### src/rtl/pio_word_resp_pkg.sv
// pio_word_resp_pkg
//   Shared definitions for the HPS PIO word-read responder:
//   FSM state type, hps_read_status bit positions and default widths.
package pio_word_resp_pkg;

  typedef enum logic [1:0] {
    ST_IDLE  = 2'd0,
    ST_ARMED = 2'd1,
    ST_SERVE = 2'd2,
    ST_ACK   = 2'd3
  } state_t;

  // hps_read_status bit map
  localparam int ACK_B    = 0;  // ack, mirrors hps_read_clk[0] of last served request
  localparam int VALID_B  = 1;  // last served word was real data
  localparam int EMPTY_B  = 2;  // live fifo_empty
  localparam int ACTIVE_B = 3;  // session open
  localparam int ERR_B    = 4;  // sticky underflow / overrun error
  localparam int SEQ_LSB  = 5;  // 3-bit sequence count, bits [7:5]
  localparam int SEQ_W    = 3;

  localparam int DEF_WORD_W = 16;
  localparam int DEF_CTRL_W = 8;
  localparam int DEF_STAT_W = 8;

endpackage

### src/rtl/pio_ctrl_sync.sv
// pio_ctrl_sync
//   Conditions the HPS control PIO bits and detects request toggles.
//   Build option: PIO_WORD_RESP_SYNC_EN adds a two-flop synchronizer on
//   both bits (two cycles of extra latency) for PIOs on a foreign clock.
// Ports:
//   clk      in  fabric clock
//   reset_n  in  synchronous active-low reset
//   rq_in    in  raw hps_read_rq[0]
//   clk_in   in  raw hps_read_clk[0]
//   rq_lvl   out conditioned session-open level
//   clk_lvl  out conditioned request-toggle level
//   clk_edge out one-cycle flag: clk_lvl differs from last cycle
module pio_ctrl_sync (
  input  logic clk,
  input  logic reset_n,
  input  logic rq_in,
  input  logic clk_in,
  output logic rq_lvl,
  output logic clk_lvl,
  output logic clk_edge
);

  logic hist;

`ifdef PIO_WORD_RESP_SYNC_EN
  logic [1:0] rq_s;
  logic [1:0] clk_s;

  // The toggle chain is preloaded with the live level during reset so the
  // first cycle out of reset cannot report a spurious edge.
  always_ff @(posedge clk) begin
    if (!reset_n) begin
      rq_s  <= '0;
      clk_s <= {2{clk_in}};
    end else begin
      rq_s  <= {rq_s[0], rq_in};
      clk_s <= {clk_s[0], clk_in};
    end
  end

  assign rq_lvl  = rq_s[1];
  assign clk_lvl = clk_s[1];
`else
  assign rq_lvl  = rq_in;
  assign clk_lvl = clk_in;
`endif

  always_ff @(posedge clk) begin
    if (!reset_n) begin
      hist <= clk_in;
    end else begin
      hist <= clk_lvl;
    end
  end

  assign clk_edge = clk_lvl ^ hist;

endmodule

### src/rtl/pio_word_responder.sv
// pio_word_responder
//   Answers HPS PIO word-read requests from a show-ahead FIFO: each toggle of
//   hps_read_clk[0] during an open session (hps_read_rq[0]=1) pops one word
//   onto hps_word16, then the ack bit of hps_read_status follows the toggle.
//   Build option: PIO_WORD_RESP_SYNC_EN (see pio_ctrl_sync) adds input
//   synchronizers and two cycles of latency.
// Ports:
//   clk_clk          in  fabric clock
//   reset_reset_n    in  synchronous active-low reset
//   hps_read_rq      in  bit0 = session open
//   hps_read_clk     in  bit0 toggles once per requested word
//   fifo_q           in  FIFO head word (valid when !fifo_empty)
//   fifo_empty       in  FIFO empty flag
//   fifo_rdreq       out one-cycle pop strobe
//   hps_word16       out word returned to the HPS
//   hps_read_status  out {seq[2:0], err, active, empty, valid, ack}
module pio_word_responder
  import pio_word_resp_pkg::*;
#(
  parameter int WORD_W = DEF_WORD_W,
  parameter int CTRL_W = DEF_CTRL_W,
  parameter int STAT_W = DEF_STAT_W
) (
  input  logic              clk_clk,
  input  logic              reset_reset_n,
  input  logic [CTRL_W-1:0] hps_read_rq,
  input  logic [CTRL_W-1:0] hps_read_clk,
  input  logic [WORD_W-1:0] fifo_q,
  input  logic              fifo_empty,
  output logic              fifo_rdreq,
  output logic [WORD_W-1:0] hps_word16,
  output logic [STAT_W-1:0] hps_read_status
);

  logic             rq_lvl;
  logic             clk_lvl;
  logic             clk_edge;
  logic             ctrl_unused;

  state_t           state;
  logic             pend;
  logic             pend_lvl;
  logic             req_lvl;
  logic             ack;
  logic             valid;
  logic             active;
  logic             err;
  logic             run;
  logic [SEQ_W-1:0] seq;
  logic [WORD_W-1:0] word;
  logic [7:0]       status8;

  assign ctrl_unused = ^{hps_read_rq[CTRL_W-1:1], hps_read_clk[CTRL_W-1:1]};

  pio_ctrl_sync u_ctrl (
    .clk      (clk_clk),
    .reset_n  (reset_reset_n),
    .rq_in    (hps_read_rq[0]),
    .clk_in   (hps_read_clk[0]),
    .rq_lvl   (rq_lvl),
    .clk_lvl  (clk_lvl),
    .clk_edge (clk_edge)
  );

  always_ff @(posedge clk_clk) begin
    if (!reset_reset_n) begin
      state    <= ST_IDLE;
      pend     <= 1'b0;
      pend_lvl <= 1'b0;
      req_lvl  <= 1'b0;
      ack      <= 1'b0;
      valid    <= 1'b0;
      active   <= 1'b0;
      err      <= 1'b0;
      run      <= 1'b0;
      seq      <= '0;
      word     <= '0;
    end else begin
      run <= 1'b1;
      case (state)
        ST_IDLE: begin
          if (rq_lvl) begin
            state  <= ST_ARMED;
            err    <= 1'b0;
            seq    <= '0;
            ack    <= clk_lvl;
            active <= 1'b1;
            pend   <= 1'b0;
          end
        end

        ST_ARMED: begin
          if (!rq_lvl) begin
            state  <= ST_IDLE;
            active <= 1'b0;
            pend   <= 1'b0;
          end else if (clk_edge) begin
            state   <= ST_SERVE;
            req_lvl <= clk_lvl;
          end
        end

        ST_SERVE: begin
          if (!fifo_empty) begin
            word  <= fifo_q;
            valid <= 1'b1;
          end else begin
            valid <= 1'b0;
            err   <= 1'b1;
          end
          seq <= seq + 1'b1;
          if (clk_edge) begin
            if (pend) begin
              err <= 1'b1;
            end else begin
              pend     <= 1'b1;
              pend_lvl <= clk_lvl;
            end
          end
          state <= ST_ACK;
        end

        ST_ACK: begin
          ack  <= req_lvl;
          pend <= 1'b0;
          if (pend && clk_edge) begin
            err <= 1'b1;
          end
          // An edge landing in this very cycle counts as pending: it is
          // taken directly rather than parked, so ARMED never has to look
          // at the pending flag. A dropped session discards it.
          if (rq_lvl && (pend || clk_edge)) begin
            state   <= ST_SERVE;
            req_lvl <= pend ? pend_lvl : clk_lvl;
          end else begin
            state <= ST_ARMED;
          end
        end

        default: state <= ST_IDLE;
      endcase
    end
  end

  assign fifo_rdreq = (state == ST_SERVE) && !fifo_empty;
  assign hps_word16 = word;

  // empty is live, but held at 0 for the first cycle after reset so the
  // whole status byte reads 0 straight out of reset
  always_comb begin
    status8                    = '0;
    status8[ACK_B]             = ack;
    status8[VALID_B]           = valid;
    status8[EMPTY_B]           = fifo_empty & run;
    status8[ACTIVE_B]          = active;
    status8[ERR_B]             = err;
    status8[SEQ_LSB +: SEQ_W]  = seq;
  end

  assign hps_read_status = STAT_W'(status8);

endmodule
### config.mk
export PLATFORM = sky130hd
export DESIGN_NAME = pio_word_responder
export DESIGN_NICKNAME = d
export VERILOG_FILES = /design/src/rtl/pio_word_resp_pkg.sv /design/src/rtl/pio_ctrl_sync.sv /design/src/rtl/pio_word_responder.sv
export SDC_FILE = /design/constraint.sdc
export NUM_CORES = 1
export LEC_CHECK = 0
export BUFFER_PORTS_ARGS = -buffer_cell sky130_fd_sc_hd__buf_2
export CAP_MARGIN = 5
export CORE_MARGIN = 4
export CORE_UTILIZATION = 47
export CTS_BUF_LIST = sky130_fd_sc_hd__clkbuf_4
export DETAILED_ROUTE_END_ITERATION = 8
export GPL_ROUTABILITY_DRIVEN = 0
export HOLD_SLACK_MARGIN = 0.1
export PLACE_DENSITY = 0.87
export REMOVE_ABC_BUFFERS = 1
export SETUP_SLACK_MARGIN = 0.15
export SYNTH_ARGS = -nofsm -noshare
export SYNTH_HDL_FRONTEND = slang
export SYNTH_HIERARCHICAL = 1
export SYNTH_SLANG_ARGS = --single-unit
### constraint.sdc
create_clock -name clk_clk -period 1.5 [get_ports clk_clk]
set_clock_uncertainty 0.05 [all_clocks]
set_input_delay 0.3 -clock clk_clk [delete_from_list [all_inputs] [get_ports clk_clk]]
set_output_delay 0.3 -clock clk_clk [all_outputs]
set_load 0.05 [all_outputs]
==> results of run 1 <==
per-stage QoR:
stage	TNS [ns]	power [mW]	setup slack, ns
2_1_floorplan	-1.89	0.959	-0.151
3_3_place_gp	0	1.03	0.00433
3_5_place_dp	0	1.04	0.00212
4_1_cts	-0.120	1.52	-0.120
5_1_grt	-0.481	1.61	-0.171
6_report	-0.118	1.56	-0.118
cell usage after synthesis (2+ instances only):
cell,count
o21bai_1,3
and2_1,3
o211a_1,2
clkbuf_1,3
nor2b_1,4
buf_1,2
a21oi_2,9
o21ai_0,4
a21oi_1,13
buf_6,2
nor2_1,3
mux2i_1,3
nand2b_1,2
buf_4,6
nand2_1,39
dfxtp_1,30
power breakdown:
part / internal, mW / switching (mW) / leakage [nW]
Sequential: 0.816 / 0.0115 / 0.244
Clock: 0.213 / 0.268 / 0.0322
Combinational: 0.101 / 0.148 / 0.591
Total: 1.13 / 0.427 / 0.868
placed cells by master (no fill, tap or decap), drive strengths merged, types with 2 or more instances in the layout:
| cell | count |
|---|---|
| buf | 54 |
| nand2 | 39 |
| dfxtp | 30 |
| a21oi | 22 |
| clkbuf | 11 |
| nor2b | 4 |
| o21ai | 4 |
| and2 | 3 |
| o21bai | 3 |
| nor2 | 3 |
| mux2i | 3 |
| o211a | 2 |
| dlygate4sd3 | 2 |
| nand2b | 2 |
routing by layer:
layer	GRT usage	vias up	wire [um]
met1	0.209	593	1400
li1	-	590	-
met3	0.0691	13	333
met2	0.353	60	1910
met4	0.0696	0	100
met5	0	-	0
logic make-up after synthesis:
logic type / share of synthesized area
xor gates and xnor gates: 0.00685
adders and majority gates: 0.00978
and+or+nand+nor: 0.198
muxes: 0.0323
AOI/OAI and AO/OA: 0.203
DFF: 0.470
buffers and inverters: 0.0812
worst paths after layout:
path,cells after the start,startpoint,end
max,3,state[1],fifo_rdreq
min,3,fifo_q[13],hps_word16[13]
max reg2reg,7,state[1],hps_word16[8]
min reg2reg,2,hps_word16[10],hps_word16[10]
worst reg2reg max path, cell delays in order, from the launching register on:
cell	delay, ns
dfxtp_2	0.33
or3b_4	0.40
clkinv_4	0.07
buf_4	0.10
buf_6	0.11
buf_12	0.16
nand2_4	0.06
a21oi_2	0.13
area by class of cell:
| type | instances | share of cell area |
|---|---|---|
| tap | 30 | 0.0203 |
| timing repair buffer | 60 | 0.225 |
| inverter | 2 | 0.00678 |
| multi-input combinational | 99 | 0.393 |
| clock buffer | 7 | 0.0285 |
| sequential | 30 | 0.327 |
repair_timing:
| action | in CTS | in global routing |
|---|---|---|
| hold endpoints to repair | 2 | 0 |
| setup buffers | 1 | 4 |
| cloned | 1 | 0 |
| hold buffers | 2 | 0 |
| gates resized for setup | 13 | 45 |
| pin swaps | 2 | 14 |
| endpoints found under the setup margin | 7 | 24 |
==> impl_metrics.ini, run 1 <==
[synth]
synth.avg_cell_area_sq_um = 8.82
syn_inst = 145
synth_area_leaders = dfxtp_1 (47%), nand2_1 (11%), a21oi_2 (6.2%)
async_flop_share = 0
ys_seq_area_frac = 0.470
yosys_most_used_dff = dfxtp_1
netlist_area_sq_mm = 0.00128
synth-seq-cells = 30
yosysTopAreaCell = dfxtp_1
ys.warnings.count = 6
ys_types = 33
synth-edff-count = 0
synth.top_cell.area_share = 0.470

[sta]
rsz0062_at_grt = yes
finalHoldViolations = 0
post-route-period-util = 1.08
fin_crit_ns = 1.62
hold_ws_ns = 0.156
max_freq_mhz = 618
layout_setup_ws_ns = -0.118
relSlewSlack = 0.788
slew_viol_final = 0
setup_violations = 1
worst_pin_slew_ns = 0.318

[drt]
ant_nets = 0
wl_per_cell_um = 16.4
first_iter_violations = 39
vias_per_cell = 5.51
dr_total_vias = 1256
drc = 0
drt_first_pass_iters = 7
wl_um = 3740

[clock_network]
cts.clk_slew.worst_paths_ns = 0.09
cts_made_buffers = 5
numClockSinks = 30
h-tree-depth = 2
clk_latency_ns = 0.32
cts_tree = done
cts_root_buf = clkbuf_4
cts.path.max_buffers = 2

[setup_path]
worstPathArrival_ns = 1.27
critical_path.max_stage_delay_ns = 0.40
path_max_fanout = 2
cp_num_buf_inv = 2
cp_cell_sequence = or3b_4, clkinv_4, buf_8
cp-end-kind = output pin
crit_path_start_kind = register
worst_path_max_delay_cell = or3b_4
path_class = register to output pin
critPathRequiredTime_ns = 1.15
rrSetupSlack_ns = 0.01
path_delay_family = simple AND/OR/NAND/NOR gates

[cells_and_area]
syn_to_final_growth_pct = 44.4
design_area_sq_mm = 0.00185
multi_input_area_sq_um = 726
nets = 234
seqCellArea_sq_um = 603
drive_gt1_frac = 0.535
antenna_cells = 0
largest_register_ffs = 16
fillers = 169
fin_cells = 228
final_util = 0.726

[grt]
antenna_found_initial = 0
grt_pass1_vias = 1222
grt_max_degree = 25
gr-total-overflow = 0
grt_pass1_wl_um = 5240
track_usage = 0.196

[floorplan]
num_rows = 18
die_x_um = 60.2
ios = 60
die_h_um = 60.2
dieArea_sq_mm = 0.00362
start_util = 0.502
core_area_sq_mm = 0.00254

[outcome]
violations = negative setup slack
status = finished with violations

[pwr]
p_leak_nw = 0.868
vdd_drop_max_mv = 0.717
power_density_mw_per_mm2 = 843

[placed_design]
dp_cells = 213
dpl-instance-area_sq_mm = 0.00150
port_buffers = 45
hpwl_um = 2130

[hold_path]
hold_path_class = input pin to register

[run]
maxCapViolations = 0
No activity file was read; power rests on OpenSTA's default activity.
==> inputs of run 2 (changes only) <==
--- a/config.mk
+++ b/config.mk
@@ -8,14 +8,15 @@
 export BUFFER_PORTS_ARGS = -buffer_cell sky130_fd_sc_hd__buf_2
 export CAP_MARGIN = 5
 export CORE_MARGIN = 4
-export CORE_UTILIZATION = 47
+export CORE_UTILIZATION = 51
 export CTS_BUF_LIST = sky130_fd_sc_hd__clkbuf_4
 export DETAILED_ROUTE_END_ITERATION = 8
 export GPL_ROUTABILITY_DRIVEN = 0
 export HOLD_SLACK_MARGIN = 0.1
-export PLACE_DENSITY = 0.87
+export PLACE_DENSITY = 0.88
 export REMOVE_ABC_BUFFERS = 1
 export SETUP_SLACK_MARGIN = 0.15
+export SLEW_MARGIN = 20
 export SYNTH_ARGS = -nofsm -noshare
 export SYNTH_HDL_FRONTEND = slang
 export SYNTH_HIERARCHICAL = 1
==> constraint.sdc (replaced) <==
create_clock -name clk_clk -period 2.05 [get_ports clk_clk]
set_clock_uncertainty 0.05 [all_clocks]
set_input_delay 0.41 -clock clk_clk [delete_from_list [all_inputs] [get_ports clk_clk]]
set_output_delay 0.41 -clock clk_clk [all_outputs]
set_load 0.05 [all_outputs]
==> impl_metrics.ini, run 2 (synthesized netlist as in run 1, its figures left out) <==
[outcome]
status = finished clean

[cells_and_area]
final_util = 0.684
largest_register_ffs = 16
mostFrequentLayoutCell = buf_2
most-common-layout-cells = buf_2 (44), nand2_1 (39), dfxtp_1 (30)
nets = 225
antenna_cells = 0
drive_gt1_frac = 0.370
design_area_sq_mm = 0.00157
fillers = 183
syn_to_final_growth_pct = 22.8

[sta]
worst_pin_slew_ns = 0.342
finalHoldViolations = 0
setup_violations = 0
max_freq_mhz = 553
slew_viol_final = 0
fin_crit_ns = 1.81
fin_setup_tns_ns = 0
relSlewSlack = 0.769
layout_setup_ws_ns = 0.241
post-route-period-util = 0.882
rsz0062_at_grt = no

[setup_path]
path_delay_family = simple AND/OR/NAND/NOR gates
critPathRequiredTime_ns = 1.59
cp.depth = 3
worst_path_max_delay_cell = or3b_1
cp_num_buf_inv = 2
critical_path.max_stage_delay_ns = 0.45
path_class = register to output pin
reg2regPathDepth = 5
path_max_fanout = 4
crit_path_start_kind = register
cp_cell_sequence = or3b_1, clkinv_4, buf_6
worstPathArrival_ns = 1.35
cp-end-kind = output pin

[placed_design]
post-place-ws_ns = 0.225
port_buffers = 45
hpwl_um = 2030
dpl-instance-area_sq_mm = 0.00149

[grt]
grt_pass1_vias = 1206
antenna_found_initial = 0
grt_max_degree = 20
grt_pass1_wl_um = 4910
gr-total-overflow = 0
track_usage = 0.185

[clock_network]
cts_hold_buf = 0
clk_latency_ns = 0.32
cts_made_buffers = 5
cts_tree = done
h-tree-depth = 2
cts.path.max_buffers = 2
cts_root_buf = clkbuf_4
cts.clk_slew.worst_paths_ns = 0.10
numClockSinks = 30

[floorplan]
core_area_sq_mm = 0.00230
start_util = 0.557
ios = 60
die_x_um = 58.1
num_rows = 17
dieArea_sq_mm = 0.00337
die_h_um = 58.1

[drt]
ant_nets = 0
dr_total_vias = 1159
first_iter_violations = 14
wl_um = 2790
vias_per_cell = 5.34
wl_per_cell_um = 12.8
drt_first_pass_iters = 4
drc = 0

[pwr]
power_frac_seq = 0.509
power_density_mw_per_mm2 = 756
comb_power_share = 0.116
clkPwrFrac = 0.375
switching_share = 0.247
p_switching_mw = 0.294
vdd_drop_max_mv = 0.616
internal-power_mw = 0.894
p_leak_nw = 0.701

[hold_path]
holdPathStages = 1
hold_path_class = input pin to register

[run]
maxCapViolations = 0
[run 2: cell count changes in the layout (fill, tap and decap cells not counted), moves of 3 or more]
cell      previous run  this run
buf_6                4         1
buf_4                9         6
a21oi_1              6        13
buf_2               38        44
clkbuf_4            11         5
a21oi_2             16         9
nand2_1             23        39
nand2_2              4         0
nand2_4             12         0
[run 2: timing repair]
action                                  4_1_cts  5_1_grt
gates resized for setup                       2        0
endpoints found under the setup margin        1        0
buffers inserted                              1        0
[run 2: layer usage]
layer / GRT usage / vias to the layer above / part of all wire
met2: 0.326 / 47 / 0.47
met3: 0.0780 / 3 / 0.092
met1: 0.204 / 540 / 0.43
met5: 0 / - / 0
li1: - / 569 / -
met4: 0.0464 / 0 / 0.0068
[run 2: area by class of cell]
type	instances	area, sq um	area share
Sequential cell	30	601	0.382
Multi-Input combinational cell	99	574	0.366
Timing Repair Buffer	51	277	0.176
Clock buffer	5	37.5	0.0239
Tap cell	28	35.0	0.0223
Clock inverter	2	33.8	0.0215
Inverter	2	12.5	0.00797
[run 2: power by group through the flow]
stage | Combinational (mW) | Sequential [mW] | Clock (mW)
floorplan | 0.0507 | 0.651 | 0
global placement | 0.133 | 0.617 | 0
detailed placement | 0.136 | 0.618 | 0
CTS | 0.138 | 0.605 | 0.451
global route | 0.150 | 0.607 | 0.478
finish | 0.138 | 0.605 | 0.445
[run 2: worst reg2reg max path, stage by stage, from the launching register on]
cell and delay [ns]:
dfxtp_1 0.34, or3b_1 0.45, clkinv_4 0.09, buf_4 0.19
nand2_1 0.09, a21oi_2 0.12
[run 2: path summary, 6_finish.rpt]
| path | from | to | slack, ns |
|---|---|---|---|
| max | state[0] | fifo_rdreq | 0.24 |
| min | hps_read_clk[0] | u_ctrl/hist | 0.20 |
| max reg2reg | state[0] | hps_word16[2] | 0.67 |
| min reg2reg | hps_word16[10] | hps_word16[10] | 0.41 |
[run 2: stage by stage]
step | power [mW] | std cells | hold WS (ns)
final | 1.19 | 217 | 0.197
after global routing | 1.23 | 217 | 0.195
after CTS | 1.19 | 217 | 0.193
after detailed placement | 0.755 | 209 | 0.400
after global placement | 0.750 | 209 | 0.391
after floorplan | 0.702 | 131 | 0.388
==> inputs of run 3 (changes only) <==
--- a/config.mk
+++ b/config.mk
@@ -5,15 +5,15 @@
 export SDC_FILE = /design/constraint.sdc
 export NUM_CORES = 1
 export LEC_CHECK = 0
-export BUFFER_PORTS_ARGS = -buffer_cell sky130_fd_sc_hd__buf_2
 export CAP_MARGIN = 5
 export CORE_MARGIN = 4
-export CORE_UTILIZATION = 51
+export CORE_UTILIZATION = 58
 export CTS_BUF_LIST = sky130_fd_sc_hd__clkbuf_4
 export DETAILED_ROUTE_END_ITERATION = 8
+export DONT_BUFFER_PORTS = 1
 export GPL_ROUTABILITY_DRIVEN = 0
 export HOLD_SLACK_MARGIN = 0.1
-export PLACE_DENSITY = 0.88
+export PLACE_DENSITY = 0.77
 export REMOVE_ABC_BUFFERS = 1
 export SETUP_SLACK_MARGIN = 0.15
 export SLEW_MARGIN = 20
==> constraint.sdc (replaced) <==
create_clock -name clk_clk -period 1.5 [get_ports clk_clk]
set_clock_uncertainty 0.05 [all_clocks]
set_input_delay 0.3 -clock clk_clk [delete_from_list [all_inputs] [get_ports clk_clk]]
set_output_delay 0.3 -clock clk_clk [all_outputs]
set_load 0.05 [all_outputs]
==> impl_metrics.ini, run 3 (synthesized netlist as in run 1, its figures left out) <==
[floorplan]
num_rows = 16
dieArea_sq_mm = 0.00302
die_h_um = 55.0
ios = 60
start_util = 0.632
die_x_um = 55.0
core_area_sq_mm = 0.00202

[pwr]
vdd_drop_max_mv = 1.10
p_leak_nw = 0.683
power_density_mw_per_mm2 = 963

[cells_and_area]
drive_gt1_frac = 0.428
syn_to_final_growth_pct = 38.7
most-common-layout-cells = nand2_1 (29), dlygate4sd3_1 (20), dfxtp_2 (19)
antenna_cells = 0
seqCellArea_sq_um = 624
fillers = 99
largest_register_ffs = 16
fin_cells = 207
mostFrequentLayoutCell = nand2_1
nets = 215
multi_input_area_sq_um = 637

[drt]
dr_total_vias = 1180
drt_first_pass_iters = 5
wl_per_cell_um = 18.2
wl_um = 3770
drc = 0
first_iter_violations = 36
vias_per_cell = 5.70
ant_nets = 0

[clock_network]
clk_latency_ns = 0.34
cts_made_buffers = 5
cts_root_buf = clkbuf_4
cts_tree = done
cts.clk_slew.worst_paths_ns = 0.11
numClockSinks = 30
h-tree-depth = 2
cts.path.max_buffers = 2

[grt]
grt_pass1_wl_um = 5230
antenna_found_initial = 0
grt_pass1_vias = 1089
gr-total-overflow = 0
track_usage = 0.255
grt_max_degree = 25

[setup_path]
critPathRequiredTime_ns = 1.15
critical_path.max_stage_delay_ns = 0.42
worstSetupStartpoint = state[1]
r2r_end = hps_word16[11]
worst_path_max_delay_cell = or3b_4
timing.rr.start = state[1]
cp-end-kind = output pin
cp_cell_sequence = or3b_4, clkinv_8
worstPathArrival_ns = 1.23
path_max_fanout = 5
reg2regPathDepth = 6
crit_path_start_kind = register
rrSetupSlack_ns = -0.02
path_class = register to output pin

[placed_design]
dp_cells = 171
port_buffers = 0
hpwl_um = 1830
post-place-ws_ns = 0.136

[hold_path]
holdPathStages = 2
hold_path_startpoint = fifo_empty
holdPathEnd = err
hold_path_class = input pin to register

[sta]
setup_violations = 4
relSlewSlack = 0.791
layout_setup_ws_ns = -0.0774
fin_crit_ns = 1.58
finalHoldViolations = 0
worst_pin_slew_ns = 0.314
max_freq_mhz = 634
slew_viol_final = 0
rsz0062_at_grt = yes
post-route-period-util = 1.05

[outcome]
violations = negative setup slack
status = finished with violations

[run]
maxCapViolations = 0
[run 3: changes by cell type in the layout (fill, tap and decap cells not counted), sizes merged]
cell	before	now
clkinvlp	0	2
buf	51	19
inv	1	2
dlygate4sd3	0	20
[run 3: repair_timing]
item | CTS | global route
resized for setup | 13 | 33
endpoints found under the hold margin | 24 | 1
endpoints found under the setup margin | 12 | 33
setup buffers | 1 | 5
pin swaps | 1 | 1
cloned | 2 | 0
hold buffers | 19 | 1
[run 3: metrics by stage]
stage | TNS (ns) | hold WS [ns] | instance area [sq um] | power (mW) | utilization
CTS | -0.0515 | 0.100 | 1640 | 1.67 | 0.810
finish | -0.108 | 0.134 | 1770 | 1.71 | 0.877
global placement | 0 | 0.278 | 1320 | 0.992 | 0.652
detailed placement | 0 | 0.278 | 1320 | 0.996 | 0.652
global route | -0.349 | 0.130 | 1770 | 1.76 | 0.877
floorplan | -1.89 | 0.278 | 1190 | 0.959 | -
[run 3: where the power goes]
group	leakage, nW	switching [mW]	internal [mW]
Combinational	0.393	0.0998	0.101
Clock	0.0374	0.298	0.350
Sequential	0.253	0.0427	0.817
Total	0.683	0.440	1.27
[run 3: cell type report]
class                      instances  area share
clock buffer                       5      0.0212
sequential                        30       0.352
tap                               27      0.0190
inverter                           2      0.0113
timing repair buffer              39       0.206
clock inverter                     3      0.0254
timing repair inverter             2     0.00635
multi-input combinational         99       0.359
[run 3: metal layers]
layer / GRT usage / up-vias / routed length (um)
met1: 0.274 / 570 / 1430
met4: 0.0931 / 0 / 46
met2: 0.445 / 52 / 2010
met3: 0.105 / 7 / 289
li1: - / 551 / -
met5: 0 / - / 0
[run 3: how the worst max path moves through the flow]
stage,cells past startpoint,slack (ns),to
after global placement,2,0.18,fifo_rdreq
after floorplan,2,-0.15,fifo_rdreq
after CTS,2,-0.05,fifo_rdreq
after detailed placement,4,0.14,pend_lvl
final,2,-0.08,fifo_rdreq
after global routing,2,-0.11,fifo_rdreq
[run 3: worst max-delay path, delay by kind of cell, from the launching register on]
| family | cells | cell delay (ns) |
|---|---|---|
| simple gates | 1 | 0.42 |
| flops | 1 | 0.35 |
| buf+inv | 1 | 0.11 |
